==> config.mk <==
export PLATFORM = sky130hd
export DESIGN_NAME = serial_byte_queue
export DESIGN_NICKNAME = d
export VERILOG_FILES = /design/src/rtl/serial_byte_queue_pkg.sv /design/src/rtl/serial_byte_queue_sync_fifo.sv /design/src/rtl/serial_byte_queue.sv
export SDC_FILE = /design/constraint.sdc
export NUM_CORES = 1
export LEC_CHECK = 0
export CAP_MARGIN = 0
export CORE_AREA = 4 4 115 117
export DETAILED_ROUTE_END_ITERATION = 16
export DIE_AREA = 0 0 119 121
export PLACE_DENSITY = 0.55
export SYNTH_ARGS = -nofsm -noshare
export SYNTH_HDL_FRONTEND = slang
export SYNTH_HIERARCHICAL = 1
export SYNTH_SLANG_ARGS = --single-unit
==> constraint.sdc <==
create_clock -name clock -period 4.2 [get_ports clock]
set_input_delay 0.84 -clock clock [delete_from_list [all_inputs] [get_ports clock]]
set_output_delay 0.84 -clock clock [all_outputs]
set_load 0.005 [all_outputs]
==> src/rtl/serial_byte_queue_pkg.sv <==
// rtl/serial_byte_queue_pkg.sv - shared widths and word type for the serial byte queue
package serial_byte_queue_pkg;

    localparam int DATA_WIDTH = 8;
    localparam int DEPTH      = 8;
    localparam int LEN_W      = $clog2(DEPTH) + 1;
    localparam int PTR_W      = $clog2(DEPTH);
    localparam int CNT_W      = $clog2(DATA_WIDTH);

    typedef logic [DATA_WIDTH-1:0] word_t;

endpackage

==> src/rtl/serial_byte_queue_sync_fifo.sv <==
// rtl/serial_byte_queue_sync_fifo.sv - 8-entry byte FIFO with registered pop data
module sync_fifo
    import serial_byte_queue_pkg::*;
(
    input  logic             clock,
    input  logic             reset,
    input  logic             push_i,
    input  word_t            push_data_i,
    input  logic             pop_i,
    output word_t            pop_data_o,
    output logic [LEN_W-1:0] len_o,
    output logic             full_o,
    output logic             push_ack_o
);

    word_t            mem_q [DEPTH];
    logic [PTR_W-1:0] head_q;
    logic [PTR_W-1:0] tail_q;
    logic [LEN_W-1:0] len_q;
    logic [LEN_W-1:0] len_d;
    word_t            data_q;

    logic full;
    logic empty;
    logic do_push;
    logic do_pop;

    assign full  = (len_q == LEN_W'(DEPTH));
    assign empty = (len_q == '0);

    // A pop frees the head slot on the same edge, so a full FIFO still
    // accepts a push when it is popped; the read of mem[head] sees the
    // old entry even when tail == head.
    assign do_pop  = pop_i & ~empty;
    assign do_push = push_i & (~full | do_pop);

    // Fill level: unchanged when push and pop coincide
    always_comb begin
        len_d = len_q;
        if (do_push && !do_pop) begin
            len_d = len_q + LEN_W'(1);
        end else if (do_pop && !do_push) begin
            len_d = len_q - LEN_W'(1);
        end
    end

    // Pointers, fill level and popped-data register
    always_ff @(posedge clock) begin
        if (reset) begin
            head_q <= '0;
            tail_q <= '0;
            len_q  <= '0;
            data_q <= '0;
        end else begin
            len_q <= len_d;
            if (do_push) begin
                tail_q <= tail_q + PTR_W'(1);
            end
            if (do_pop) begin
                head_q <= head_q + PTR_W'(1);
                data_q <= mem_q[head_q];
            end
        end
    end

    // Storage array; contents are invalidated by the pointer reset alone
    always_ff @(posedge clock) begin
        if (do_push) begin
            mem_q[tail_q] <= push_data_i;
        end
    end

    assign pop_data_o = data_q;
    assign len_o      = len_q;
    assign full_o     = full;
    assign push_ack_o = do_push;

endmodule

==> src/rtl/serial_byte_queue.sv <==
// rtl/serial_byte_queue.sv - serial-to-byte deserializer feeding an 8-entry FIFO
module serial_byte_queue
    import serial_byte_queue_pkg::*;
(
    input  logic             clock,
    input  logic             reset,
    input  logic             data_in,
    input  logic             write_in,
    output logic             status_out,
    input  logic             dequeue_in,
    output logic [DATA_WIDTH-1:0] data_out,
    output logic [LEN_W-1:0] len_out
);

    localparam logic [CNT_W-1:0] LAST_BIT = CNT_W'(DATA_WIDTH - 1);

    logic                  write_q;
    logic                  deq_q;
    logic                  ready_q;
    logic [DATA_WIDTH-2:0] shift_q;
    logic [DATA_WIDTH-2:0] shift_d;
    logic [CNT_W-1:0]      count_q;
    logic [CNT_W-1:0]      count_d;
    logic                  pending_q;
    logic                  pending_d;
    word_t                 byte_q;
    word_t                 byte_d;

    logic wr_evt;
    logic dq_evt;
    logic fifo_full;
    logic push_ack;
    word_t pop_data;

    // Only rising edges of the strobes count as events
    assign wr_evt = write_in & ~write_q;
    assign dq_evt = dequeue_in & ~deq_q;

    // Deserializer next state: MSB-first shift, byte latched on the 8th bit,
    // input frozen while a completed byte waits for FIFO room
    always_comb begin
        shift_d   = shift_q;
        count_d   = count_q;
        pending_d = pending_q;
        byte_d    = byte_q;
        if (push_ack) begin
            pending_d = 1'b0;
        end
        if (wr_evt && !pending_q) begin
            shift_d = {shift_q[DATA_WIDTH-3:0], data_in};
            if (count_q == LAST_BIT) begin
                byte_d    = {shift_q, data_in};
                count_d   = '0;
                pending_d = 1'b1;
            end else begin
                count_d = count_q + CNT_W'(1);
            end
        end
    end

    // Edge-detect history, ready flag and deserializer state
    always_ff @(posedge clock) begin
        if (reset) begin
            write_q   <= 1'b0;
            deq_q     <= 1'b0;
            ready_q   <= 1'b0;
            shift_q   <= '0;
            count_q   <= '0;
            pending_q <= 1'b0;
            byte_q    <= '0;
        end else begin
            write_q   <= write_in;
            deq_q     <= dequeue_in;
            ready_q   <= 1'b1;
            shift_q   <= shift_d;
            count_q   <= count_d;
            pending_q <= pending_d;
            byte_q    <= byte_d;
        end
    end

    sync_fifo u_fifo (
        .clock       (clock),
        .reset       (reset),
        .push_i      (pending_q),
        .push_data_i (byte_q),
        .pop_i       (dq_evt),
        .pop_data_o  (pop_data),
        .len_o       (len_out),
        .full_o      (fifo_full),
        .push_ack_o  (push_ack)
    );

    assign data_out   = pop_data;
    assign status_out = ready_q & ~(pending_q & fifo_full);

endmodule

# Word level (Yosys, flattened, before mapping)
# Memories as Yosys holds them, arrays and structs flattened. A register that Yosys moved wholly into a read port is not among the register bits.
# Cells that the tools add are included.
totals:
  mem_count: 1
  elab_cells: 48
  out_inout_bits: 13
  input_bits: 5
  mem_bits_rw: 64
  reg_bits: 32
memory_table:
  columns: ["memory", "words", "width", "rd", "rd_clocked_by_memory_dff", "write_ports", "line_no", "rtl"]
  rows:
  - ["u_fifo.mem_q", 8, 8, 1, 1, 1, "serial_byte_queue_sync_fifo.sv:16", "word_t mem_q [DEPTH];"]
classes:
  n_reduce_logical: 9
  bitwise_logic: 12
  n_eq_ne: 2
  n_mux: 9
  n_addsub: 5
ops:
  columns: ["op", "n"]
  rows:
  - ["$add A3 B1 Y3 const B", 3]
  - ["$mux W4", 2]
  - ["$and A1 B1 Y1", 6]
  - ["$mux W1", 6]
  - ["$not A1 Y1", 5]
  - ["$add A4 B1 Y4 const B", 1]
  - ["$eq A4 B4 Y1 const B", 1]
  - ["$logic_not A4 Y1", 1]
  - ["$sub A4 B1 Y4 const B", 1]
  - ["$eq A3 B3 Y1 const B", 1]
  - ["$logic_and A1 B1 Y1", 3]
  - ["$logic_not A1 Y1", 3]
  - ["$mux W3", 1]
  - ["$reduce_and A2 Y1", 1]
  - ["$reduce_bool A2 Y1", 1]
  - ["$or A1 B1 Y1", 1]

# Logic depth before layout (Yosys ltp)
depth:
  ltp_word: 9
  ltp_mapped: 11
  depth_no_buf: 10

# Hierarchy
# The synthesis kept the hierarchy.
modules_own_cells:
  columns: ["module", "seq_area_each_um2", "n_inst", "area_each_um2", "cells_per_inst"]
  rows:
  - ["sync_fifo", 2282.2, 1, 3268.1, 189]
  - ["serial_byte_queue", 440.4, 1, 897.1, 78]

# Least setup slack after synthesis
# Ideal clock, no wire load.
synth_path:
  path_type: "input port to flip-flop"
  start: "input dequeue_in"
  end: "register u_fifo.len_q[3], in the netlist u_fifo/len_o[3]"
  required_ps: 4079
  path_stages: 11
  path_slack_ps: 1117
  setup_ps: 121
  n_path_buf: 1
  t_arrival_ps: 2963
  cell_sequence: "nor2b_1 -> o41a_1 -> buf_2 -> inv_1 -> ha_1 -> inv_1 -> ha_1 -> a21oi_1 -> a211oi_1 -> a31oi_1 -> mux2_2"
synth_via:
  elab_chain_len: 7
  word_cells_on_any_way: 10
  cone_classes: "mux (1); bitwise (4); reduce/logical (5)"
synth_lines:
  columns: ["element", "line_no", "rtl"]
  rows:
  - ["start: declaration", "serial_byte_queue.sv:10", "input logic dequeue_in,"]
  - ["$and A1 B1 Y1 *", "serial_byte_queue.sv:37", "assign dq_evt = dequeue_in & ~deq_q;"]
  - ["$and A1 B1 Y1 *", "serial_byte_queue_sync_fifo.sv:34", "assign do_pop = pop_i & ~empty;"]
  - ["$or A1 B1 Y1", "serial_byte_queue_sync_fifo.sv:35", "assign do_push = push_i & (~full | do_pop);"]
  - ["$and A1 B1 Y1", "serial_byte_queue_sync_fifo.sv:35", null]
  - ["$logic_not A1 Y1", "serial_byte_queue_sync_fifo.sv:42", "end else if (do_pop && !do_push) begin"]
  - ["$logic_and A1 B1 Y1", "serial_byte_queue_sync_fifo.sv:42", null]
  - ["$reduce_bool A2 Y1 (no source line)", null, null]
  - ["end signal: assignment", "serial_byte_queue_sync_fifo.sv:55", "len_q <= len_d;"]
  - ["end: declaration", "serial_byte_queue_sync_fifo.sv:19", "logic [LEN_W-1:0] len_q;"]
# Mark *: on every way between the ends. The rest lies on a longest branch, timed or not.
# A chain may end at the register's enable or synchronous reset.

# Worst setup path in the final report
layout_path:
  start: "input dequeue_in"
  end: "register u_fifo.len_q[3], in the netlist u_fifo/len_o[3]"
layout_via:
  elab_chain_len: 7
  word_cells_on_any_way: 10
  cone_classes: "mux (1); bitwise (4); reduce/logical (5)"
layout_lines:
  columns: ["element", "line_no", "rtl"]
  rows:
  - ["$and A1 B1 Y1 *", "serial_byte_queue.sv:37", null]
  - ["via dq_evt", "serial_byte_queue.sv:30", "logic dq_evt;"]
  - ["$and A1 B1 Y1 *", "serial_byte_queue_sync_fifo.sv:34", null]
  - ["$or A1 B1 Y1", "serial_byte_queue_sync_fifo.sv:35", null]
  - ["$and A1 B1 Y1", "serial_byte_queue_sync_fifo.sv:35", null]
  - ["$logic_not A1 Y1", "serial_byte_queue_sync_fifo.sv:42", null]
  - ["$logic_and A1 B1 Y1", "serial_byte_queue_sync_fifo.sv:42", null]
  - ["$reduce_bool A2 Y1 (no source line)", null, null]
# Mark *: on every way through the listed nets, which the timed path passes. The rest lies on a longest branch.

==> impl_metrics.csv <==
group,metric,value,unit
status,status,"finished, final reports clean",
synth,synth-seq-cells,104,
grt,grt_use_total,10.5,%
routing,via_per_inst,4.53,
setup_path,cp-start-kind,"input pin",
synth,synth.most_common_cell,"edfxtp_1",
cts,clockBufferDepth,2,
cts,cts-root-buf,"clkbuf_16",
synth,yosys_most_used_dff,"edfxtp_1",
floorplanning,start_util,33.7,%
routing,dr.first_iter.drc_count,79,
sta,fmax,317,MHz
grt,grt_start_max_net_pins,32,
floorplanning,design.die.area,0.0144,sq mm
synth,ys_top_cells_by_area,"edfxtp_1, dfxtp_1, mux4_2",
cts,cts_tree,"built",
cts,cts_sinks,104,
placement,preCtsSetupSlack,690,ps
synth,syn_inst,267,
routing,avgRoutedWirePerCell,14.7,um
final_layout,drive_above_1_share,18.9,%
routing,antenna_left,0,
setup_path,reg2reg_depth,10,
synth,synth_top_cells_by_count,"edfxtp_1, dfxtp_1, nand2b_1, nor2_1, mux2i_1",
routing,dr.pass1.iters,4,
sta,setup_viol,0,
final_layout,diodes,0,
cts,cts_resized,0,
power_and_ir_drop,irDropWorstVdd,0.000176,V
sta,rsz0062_at_grt,"no",
final_layout,synthToLayoutAreaGrowth,16.2,%
sta,finalSetupTns,0,ps
floorplanning,die_h,121,um
setup_path,cp_max_fo,4,
floorplanning,io_pins,18,
final_layout,regArea,0.00272,sq mm
final_layout,fill_cells,1161,
min_path,hp-class,"reg2reg",
synth,postSynthAreaPerCell,15.6,sq um
grt,grt_pass1_wl,11.6,mm
synth,synth.net_count,280,
cts,clkLatencyLatePin,340,ps
sta,skew,6.87,ps
sta,setup_ws,1050,ps
synth,seq_area_frac_synth,65.4,%
job,drv_cap,0,
setup_path,critical_path_class,"in2reg",
grt,antenna_found_initial,0,
setup_path,r2r_start,"u_fifo/len_o[0]$_SDFFE_PP0P_",
sta,tightest_slew,1030,ps
final_layout,multi_input_area,0.00132,sq mm
sta,slew_headroom,31.2,%
placement,gp_congestion,0.692,
placement,portBuffers,17,
floorplanning,num_rows,41,
setup_path,reg2reg_to,"u_fifo/len_o[3]$_SDFFE_PP0P_",
sta,fin_crit_sh,75.0,%
sta,drv_slew,0,
setup_path,regToRegSetupSlack,1260,ps
setup_path,crit_path_end_kind,"flip-flop",
routing,routed_wl,6.86,mm
power_and_ir_drop,leakage,1.63,nW
sta,hold_violations,0,
cts,cts_setup_buffers,0,
setup_path,required,4430,ps
cts,clkSlewWorstSetupHoldPaths,70,ps
cts,cts.htree.levels,3,
synth,yosysWarningCount,6,
setup_path,startpoint,"dequeue_in",
floorplanning,coreArea,0.0124,sq mm
placement,dp.final_hpwl,4.60,mm
synth,synth_cell_types,40,
min_path,worstHoldStart,"count_q[1]$_SDFFE_PP0N_",
grt,overflow,0,
synth,synth_edf_count,64,
synth,synth_area,0.00417,sq mm
setup_path,critPathCapture,"u_fifo/len_o[3]$_SDFFE_PP0P_",
sta,fin_crit,3150,ps
floorplanning,die_w,119,um
grt,grt_pass1_vias,2185,
synth,async_reset_ff_share,0,%
setup_path,cp_data_arrival_time,3380,ps
routing,drc,0,
final_layout,fin_nets,304,
cts,cts_hold_buf,0,
routing,num_vias,2120,
synth,netlist.area_leader.share,46.1,%
power_and_ir_drop,p_per_area,524,mW/mm^2
synth,yosysTopAreaCell,"edfxtp_1",
cts,cts-buffers-inserted,9,
## how the worst min path moves through the flow
| stage | to | slack (ps) | cells after the start |
|---|---|---|---|
| 2_1_floorplan | count_q[1]$_SDFFE_PP0N_ | 450 | 2 |
| 3_3_place_gp | count_q[1]$_SDFFE_PP0N_ | 460 | 2 |
| 3_5_place_dp | count_q[1]$_SDFFE_PP0N_ | 480 | 2 |
| 4_1_cts | count_q[1]$_SDFFE_PP0N_ | 490 | 2 |
| 5_1_grt | count_q[1]$_SDFFE_PP0N_ | 500 | 2 |
| 6_report | count_q[1]$_SDFFE_PP0N_ | 480 | 2 |
## worst max-delay path, stage by stage
cell and delay, ps:
clkdlybuf4s50_1 470, nor2b_1 310, o41a_1 240, inv_1 50
ha_1 190, inv_1 130, ha_1 280, a21oi_1 230
a211oi_1 120, a31oi_1 180, mux2_2 350
## per-layer routing
metal / track usage [%] / up-vias / share of wire [%]
li1: - / 1038 / -
met1: 13.7 / 1048 / 49
met2: 16.2 / 24 / 46
met3: 3.08 / 10 / 2.7
met4: 4.78 / 0 / 2.1
met5: 0 / - / 0
## through the flow
step           instances  hold slack, ps  total power, mW  instance area, sq um  utilization, %
3_5_place_dp         452             478             1.69                  4520            36.6
5_1_grt              468             504             2.67                  4840            39.1
3_3_place_gp         452             464             1.68                  4520            36.6
2_1_floorplan        267             452             1.51                  4170               -
6_report             468             483             2.54                  4840            39.1
4_1_cts              468             487             2.57                  4840            39.1
## where the power goes
| group | leakage (nW) | internal [mW] | total, mW | switching (mW) |
|---|---|---|---|---|
| logic | 0.544 | 0.249 | 0.465 | 0.216 |
| clock network | 0.156 | 0.505 | 0.880 | 0.375 |
| registers | 0.927 | 1.13 | 1.19 | 0.0584 |
| total | 1.63 | 1.89 | 2.54 | 0.650 |
## area by class of cell
type	instances	share of cell area [%]
Sequential cell	104	56.3
Multi-Input combinational cell	145	27.3
Clock buffer	10	5.17
Timing Repair Buffer	26	4.91
Tap cell	172	4.45
Clock inverter	6	1.45
Inverter	5	0.440
## flip-flops by register name, indices dropped and copies added (netlist names)
register           cells
ready_q                1
byte_q                 8
u_fifo/pop_data_o      8
u_fifo/head_q          3
u_fifo/len_o           4
count_q                3
shift_q                7
deq_q                  1
pending_q              1
u_fifo/mem_q          64
u_fifo/tail_q          3
write_q                1
## layout by cell type (no fill, tap or decap), drive strengths merged
cell,n
clkdlybuf4s50,17
nor3,13
bufinv,1
fa,1
or4b,1
o22ai,8
inv,9
mux4,16
edfxtp,64
a21boi,1
nor2,22
a31oi,1
a211oi,1
o211ai,1
or2b,1
clkbuf,10
and4bb,1
nand4bb,1
nor4,1
nand2b,23
o41a,1
mux2,2
a21oi,4
ha,7
clkinvlp,1
nor3b,1
mux2i,19
dfxtp,40
buf,9
xor2,3
nand3,1
nand2,6
nor2b,5
xnor2,3
o21ai,1
## cell families (layout without fill, tap and decap cells)
logic type / after synthesis / after routing / share of synthesized area (%)
XOR/XNOR: 6 / 6 / 1.44
buffers and inverters: 18 / 47 / 2.88
AND/OR/NAND/NOR: 76 / 76 / 10.8
multiplexers: 37 / 37 / 13.8
flip-flops: 104 / 104 / 65.4
AO/OA/AOI/OAI: 18 / 18 / 3.03
adder cells (fa/ha/maj): 8 / 8 / 2.58
Note: power is estimated with default switching activity, not from simulation.
